==> config.mk <==
export PLATFORM = sky130hd
export DESIGN_NAME = sync_fifo
export DESIGN_NICKNAME = d
export VERILOG_FILES = /design/src/rtl/sync_fifo_pkg.sv /design/src/rtl/sync_fifo_mem.sv /design/src/rtl/sync_fifo.sv
export SDC_FILE = /design/constraint.sdc
export NUM_CORES = 1
export LEC_CHECK = 0
export CAP_MARGIN = 20
export CORE_AREA = 10 10 122 97
export CTS_CLUSTER_SIZE = 8
export DETAILED_ROUTE_END_ITERATION = 6
export DIE_AREA = 0 0 132 107
export PLACE_DENSITY_LB_ADDON = 0.15
export SLEW_MARGIN = 20
export SYNTH_ARGS = -nofsm -noshare
export SYNTH_HDL_FRONTEND = slang
export SYNTH_SLANG_ARGS = --single-unit
==> constraint.sdc <==
create_clock -name clk_i -period 4 [get_ports clk_i]
set_clock_uncertainty 0.1 [all_clocks]
set_input_delay 0.4 -clock clk_i [delete_from_list [all_inputs] [get_ports clk_i]]
set_output_delay 0.4 -clock clk_i [all_outputs]
set_load 0.005 [all_outputs]
==> src/rtl/sync_fifo_pkg.sv <==
// Shared constants and types for the single-clock FIFO.
// Default geometry and the pointer-plus-toggle bundle layout.
package sync_fifo_pkg;

  localparam int DEF_DEPTH = 16;
  localparam int DEF_WIDTH = 8;
  localparam int DEF_PTR_ADDR = $clog2(DEF_DEPTH);

  // Toggle sits above the index so a plain +1 carries into it on wrap.
  typedef struct packed {
    logic                    toggle;
    logic [DEF_PTR_ADDR-1:0] addr;
  } ptr_t;

endpackage

==> src/rtl/sync_fifo_mem.sv <==
// DEPTH x WIDTH storage, one sync write port, one sync read port.
// Ports: clk, clr (async, clears rdata only), we/waddr/wdata, re/raddr/rdata.
module sync_fifo_mem #(
  parameter int DEPTH = 16,
  parameter int WIDTH = 8,
  parameter int AW    = $clog2(DEPTH)
) (
  input  logic             clk,
  input  logic             clr,
  input  logic             we,
  input  logic [AW-1:0]    waddr,
  input  logic [WIDTH-1:0] wdata,
  input  logic             re,
  input  logic [AW-1:0]    raddr,
  output logic [WIDTH-1:0] rdata
);

  logic [WIDTH-1:0] mem [DEPTH];

  // Storage is never cleared.
  always_ff @(posedge clk) begin
    if (we) begin
      mem[waddr] <= wdata;
    end
  end

  always_ff @(posedge clk or posedge clr) begin
    if (clr) begin
      rdata <= '0;
    end else if (re) begin
      rdata <= mem[raddr];
    end
  end

endmodule

==> src/rtl/sync_fifo.sv <==
// Single-clock FIFO with registered read data and error flags.
// Ports: clk_i, clr_i, wr_en_i, wdata_i, rd_en_i, rdata_o, full_o,
//   empty_o, wr_error_o, rd_error_o. With SYNC_FIFO_DEBUG_EN defined:
//   wr_ptr, rd_ptr, wr_toggle_f, rd_toggle_f.
module sync_fifo
  import sync_fifo_pkg::*;
#(
  parameter int DEPTH    = DEF_DEPTH,
  parameter int WIDTH    = DEF_WIDTH,
  parameter int PTR_ADDR = $clog2(DEPTH)
) (
  input  logic                clk_i,
  input  logic                clr_i,
  input  logic                wr_en_i,
  input  logic [WIDTH-1:0]    wdata_i,
  input  logic                rd_en_i,
  output logic [WIDTH-1:0]    rdata_o,
  output logic                full_o,
  output logic                empty_o,
  output logic                wr_error_o,
  output logic                rd_error_o
`ifdef SYNC_FIFO_DEBUG_EN
  ,
  output logic [PTR_ADDR-1:0] wr_ptr,
  output logic [PTR_ADDR-1:0] rd_ptr,
  output logic                wr_toggle_f,
  output logic                rd_toggle_f
`endif
);

`ifndef SYNC_FIFO_DEBUG_EN
  logic [PTR_ADDR-1:0] wr_ptr;
  logic [PTR_ADDR-1:0] rd_ptr;
  logic                wr_toggle_f;
  logic                rd_toggle_f;
`endif

  typedef struct packed {
    logic                toggle;
    logic [PTR_ADDR-1:0] addr;
  } fifo_ptr_t;

  localparam logic [PTR_ADDR:0] PTR_ONE = 1;

  fifo_ptr_t wr_nxt;
  fifo_ptr_t rd_nxt;
  logic      same_addr;
  logic      do_wr;
  logic      do_rd;

  assign same_addr = (wr_ptr == rd_ptr);
  assign empty_o   = same_addr && (wr_toggle_f == rd_toggle_f);
  assign full_o    = same_addr && (wr_toggle_f != rd_toggle_f);

  assign do_wr = wr_en_i && !full_o;
  assign do_rd = rd_en_i && !empty_o;

  // Carry out of the index flips the toggle on DEPTH-1 -> 0.
  assign wr_nxt = fifo_ptr_t'({wr_toggle_f, wr_ptr} + PTR_ONE);
  assign rd_nxt = fifo_ptr_t'({rd_toggle_f, rd_ptr} + PTR_ONE);

  always_ff @(posedge clk_i or posedge clr_i) begin
    if (clr_i) begin
      wr_ptr      <= '0;
      rd_ptr      <= '0;
      wr_toggle_f <= 1'b0;
      rd_toggle_f <= 1'b0;
      wr_error_o  <= 1'b0;
      rd_error_o  <= 1'b0;
    end else begin
      if (do_wr) begin
        wr_ptr      <= wr_nxt.addr;
        wr_toggle_f <= wr_nxt.toggle;
      end
      if (do_rd) begin
        rd_ptr      <= rd_nxt.addr;
        rd_toggle_f <= rd_nxt.toggle;
      end
      wr_error_o <= wr_en_i && full_o;
      rd_error_o <= rd_en_i && empty_o;
    end
  end

  // A write and a read never hit the same slot in one cycle:
  // that would need the FIFO to be both not-full and not-empty
  // with equal indices, which the toggle rules out.
  sync_fifo_mem #(
    .DEPTH(DEPTH),
    .WIDTH(WIDTH),
    .AW   (PTR_ADDR)
  ) u_mem (
    .clk  (clk_i),
    .clr  (clr_i),
    .we   (do_wr),
    .waddr(wr_ptr),
    .wdata(wdata_i),
    .re   (do_rd),
    .raddr(rd_ptr),
    .rdata(rdata_o)
  );

endmodule

After elaboration in Yosys (flattened, before gate mapping)
Memory sizes are Yosys's and may differ from the RTL's. A register that Yosys moved wholly into a read port is not among the register bits.
Cells that the tools add are included.
{"block": "totals", "memories": 1, "regBits": 12, "ram_bits": 128, "in_bits": 12}
{"block": "op_classes", "n_addsub": 2, "muxes": 2, "reduce_logical": 8, "eq_ne": 3}
{"name": "u_mem.mem", "words": 16, "word_bits": 8, "read_ports": 1, "rd_ports_with_merged_regs": 1, "write_ports": 1, "line_no": "sync_fifo_mem.sv:18", "source": "logic [WIDTH-1:0] mem [DEPTH];"}
{"op": "$add A5 B1 Y5 const B", "count": 2}
{"op": "$logic_and A1 B1 Y1", "count": 6}
{"op": "$eq A4 B4 Y1", "count": 1}
{"op": "$logic_not A1 Y1", "count": 2}
{"op": "$mux W1", "count": 2}
{"op": "$eq A1 B1 Y1", "count": 1}
{"op": "$ne A1 B1 Y1", "count": 1}

Longest topological paths before layout
{"block": "logic_depth", "depth_word": 6, "ltp_mapped": 7, "depth_no_buf": 4}

Cells and area by module
Synthesis repeated with hierarchy kept, for this count alone.
{"block": "hier_totals", "cells_unflattened": 291, "hier_area_um2": 5953.2}
{"mod": "sync_fifo_mem", "cells_each": 241, "seq_area_each_um2": 4043.9, "n_inst": 1, "area_each_um2": 5335.1}
{"mod": "sync_fifo", "cells_each": 50, "seq_area_each_um2": 300.3, "n_inst": 1, "area_each_um2": 618.1}

Worst setup path before layout
Ideal clock, no wire load.
{"block": "synth_path", "kind": "register to register", "from": "reg rd_ptr[1]", "to": "mem u_mem.mem[3][0], enable pin", "arrival_time_ns": 1.693, "path_stages_with_launch": 6, "required_ns": 3.517, "setup_ns": 0.383, "n_path_buf": 1, "path_slack_ns": 1.824, "path_cell_list": "dfrtp_1 > buf_6 > xnor2_1 > nand4_2 > o211ai_1 > nor3_1"}
{"block": "synth_via", "elab_chain_len": 6}
{"item": "start: declaration", "line_no": "sync_fifo.sv:33", "source": "logic [PTR_ADDR-1:0] rd_ptr;"}
{"item": "start signal: assignment", "line_no": "sync_fifo.sv:76", "source": "rd_ptr <= rd_nxt.addr;"}
{"item": "$eq A4 B4 Y1", "line_no": "sync_fifo.sv:51", "source": "assign same_addr = (wr_ptr == rd_ptr);"}
{"item": "$logic_and A1 B1 Y1", "line_no": "sync_fifo.sv:53", "source": "assign full_o = same_addr && (wr_toggle_f != rd_toggle_f);"}
{"item": "$logic_not A1 Y1", "line_no": "sync_fifo.sv:55", "source": "assign do_wr = wr_en_i && !full_o;"}
{"item": "$logic_and A1 B1 Y1", "line_no": "sync_fifo.sv:55"}
{"item": "$mux W1", "line_no": "sync_fifo_mem.sv:22", "source": "if (we) begin"}
{"item": "$mux W1 (not written as such)", "line_no": "sync_fifo_mem.sv:23", "source": "mem[waddr] <= wdata;"}
{"item": "end: declaration", "line_no": "sync_fifo_mem.sv:18"}
No other way between the ends.

Worst setup path in the final report
{"block": "layout_path", "from": "reg rd_ptr[1]", "to": "out full_o"}
{"block": "layout_via", "elab_chain_len": 2}
{"item": "$eq A4 B4 Y1", "line_no": "sync_fifo.sv:51"}
{"item": "$logic_and A1 B1 Y1", "line_no": "sync_fifo.sv:53"}
{"item": "end: declaration", "line_no": "sync_fifo.sv:18", "source": "output logic full_o,"}
No other way between the ends.

==> summary.md <==
| Metric | Value |
|---|---|
| Final Hold Viols | 0 |
| DP Area | 6310 sq um |
| CTS Root Buffer Type | clkbuf_16 |
| Post-Route WL | 11.9 mm |
| DR iter-0 viols | 289 |
| Share of post-route cells with drive strength above 1 | 21.7% |
| Setup TNS | 0 ps |
| First-pass GRT wire length | 18.5 mm |
| YS warnings | 0 |
| Placer Congestion | 0.868 |
| #FFs+latches synth | 148 |
| Sequential-to-total area share from yosys stat | 72.6% |
| WL/cell | 24.7 um |
| WP data arrival | 2610 ps |
| Post-CTS Setup Inserts | 0 |
| IO buf count | 23 |
| Total global routing overflow | 0 |
| Initial DRT Pass Iterations | 4 |
| Req. time, crit path | 3500 ps |
| Mapped Avg Cell Area | 19.4 sq um |
| Most frequent cells in the layout | edfxtp_1, mux4_2, clkdlybuf4s50_1 |
| Yosys top cell by area | edfxtp_1 |
| IO Pins | 24 |
| Cells after Synth | 308 |
| Num CTS Buffers | 17 |
| # rows | 31 |
| Slew of the pin with the lowest slew margin | 919 ps |
| Final min period | 3110 ps |
| Crit end category | output port |
| CORE AREA | 9430 sq um |
| Cell variety after synth | 32 |
| Drt via density | 6.07 |
| DIE WIDTH | 132 um |
| Commonest non-fill, non-tap cell in the layout | edfxtp_1 |
| Synth Net Count | 325 |
| Worst setup SP type | register |
| Pleak | 2.38 nW |
| CTS tree | done |
| All-Layer GR Usage | 17.9% |
| Die Ht | 107 um |
| Synth Cell Area | 5990 sq um |
| Reg clk slew, reported paths | 60 ps |
| Max Cap Viol | 0 |
| HP Class | primary input to asynchronous set/reset pin |
| Post-synth top area share | 64.2% |
| Vias in the first global route | 3015 |
| Design area | 6880 sq um |
| Post-synth EDFFs | 128 |
| RSZ-0062 raised after global routing | no |
| # diodes | 0 |
| Initial Util | 63.5% |
| Status | completed |
| Ys flop type | edfxtp_1 |
| Final Net Count | 354 |
| Htree depth | 4 |
| Power per Cell Area | 744 nW/um^2 |
| Final setup vio count | 0 |
| DRC Markers | 0 |
| Async set-reset flop share out of synthesis | 13.5% |
| PostCTS Resize Cnt | 0 |
| Layout area overhead | 14.9% |
| Top post-synthesis cells by area | edfxtp_1, mux4_2, dfrtp_1 |
| Post-DP HPWL | 7.60 mm |
| Max VDD drop | 0.437 mV |
| Fillers | 548 |
| Max transition margin | 38.8% |
| Fin. max-slew vios | 0 |
| Period utilisation layout | 77.8% |
| Fmax | 321 MHz |
| Crit path kind | register to output port |
| Sink Count | 148 |
| Worst-skew pair later-pin latency | 420 ps |
| Largest net degree at the start of global routing | 36 |
| Routed Antenna Nets | 0 |
| Via count | 2924 |
| Die area | 14100 sq um |
| CTS Buffer Depth | 2 |
| CP max FO | 30 |
| Post-CTS Hold Buffers | 0 |
| Initial antenna violation count | 0 |
## critical path: stages (launching register included)
cell	delay, ps
dfrtp_2	960
xnor2_1	230
nand4_2	310
nor2_1	160
clkdlybuf4s50_1	520
## cell usage after synthesis, types with 2 or more instances
cell and count:
nor2_1 4, nor2b_1 5, buf_6 3, xnor2_1 12, mux4_2 24, inv_1 5, o211ai_1 4, mux2_2 17
nor3_1 2, edfxtp_1 128, xor2_1 2, buf_1 2, buf_2 6, clkbuf_1 3, a22o_1 8, ha_1 5
nand2b_1 8, mux2i_1 16, dfrtp_1 20, a221oi_1 8, and3_1 15
## where the power goes
part           leakage, nW  internal, mW  switching [mW]
clock network        0.268         0.914           0.601
logic                0.720         0.748           0.655
registers             1.39          1.92           0.283
## path summary, 6_finish.rpt
| path | start | cells after the start | to | slack (ps) |
|---|---|---|---|---|
| max | rd_ptr[1] | 4 | full_o | 890 |
| min | clr_i | 2 | rd_ptr[1] | 350 |
| max reg2reg | rd_ptr[1] | 4 | u_mem.mem[7][4] | 1120 |
| min reg2reg | u_mem.rdata[3] | 1 | u_mem.rdata[3] | 410 |
| max in group asynchronous | clr_i | 2 | rd_ptr[2] | 2880 |
| min in group clk_i | u_mem.rdata[3] | 1 | u_mem.rdata[3] | 410 |
## cell families (layout without fill, tap and decap cells)
logic type / Yosys count / count (layout) / synth area share [%]
buffers and inverters: 21 / 63 / 1.90
and+or+nand+nor: 38 / 38 / 3.89
AOI/OAI and AO/OA: 24 / 24 / 3.47
muxes: 58 / 58 / 15.1
DFF: 148 / 148 / 72.6
xor gates and xnor gates: 14 / 14 / 2.05
adders and majority gates: 5 / 5 / 1.04
## per-layer routing
| layer | global-route usage, % | part of all wire [%] |
|---|---|---|
| met1 | 26.7 | 46 |
| met2 | 23.6 | 44 |
| met3 | 5.04 | 8.8 |
| met4 | 8.16 | 0.78 |
| met5 | 0 | 0 |
## registers in the layout, indices dropped and copies added, names as in the netlist
name / cells
rd_error_o: 1
rd_ptr: 4
rd_toggle_f: 1
u_mem.mem: 128
u_mem.rdata: 8
wr_error_o: 1
wr_ptr: 4
wr_toggle_f: 1
## per-stage QoR
stage	instances	hold WS (ps)	setup WS [ps]	total power [mW]	utilization, %
2_1_floorplan	308	264	1820	3.19	-
3_5_place_dp	450	395	1140	3.62	67.0
4_1_cts	482	353	809	5.15	73.0
3_3_place_gp	450	391	1160	3.60	67.0
6_report	482	353	887	5.12	73.0
5_1_grt	482	409	688	5.35	73.0
## final cells by class
cell class              instances  area [sq um]  share of cell area (%)
clock inverters                13           135                    1.96
flip-flops and latches        148          4350                    63.2
repair buffers                 26           253                    3.67
well taps                     132           165                    2.40
inverters                       5          18.8                   0.273
multi-input cells             139          1530                    22.2
clock buffers                  19           433                    6.29
Note: power is estimated with default switching activity, not from simulation.
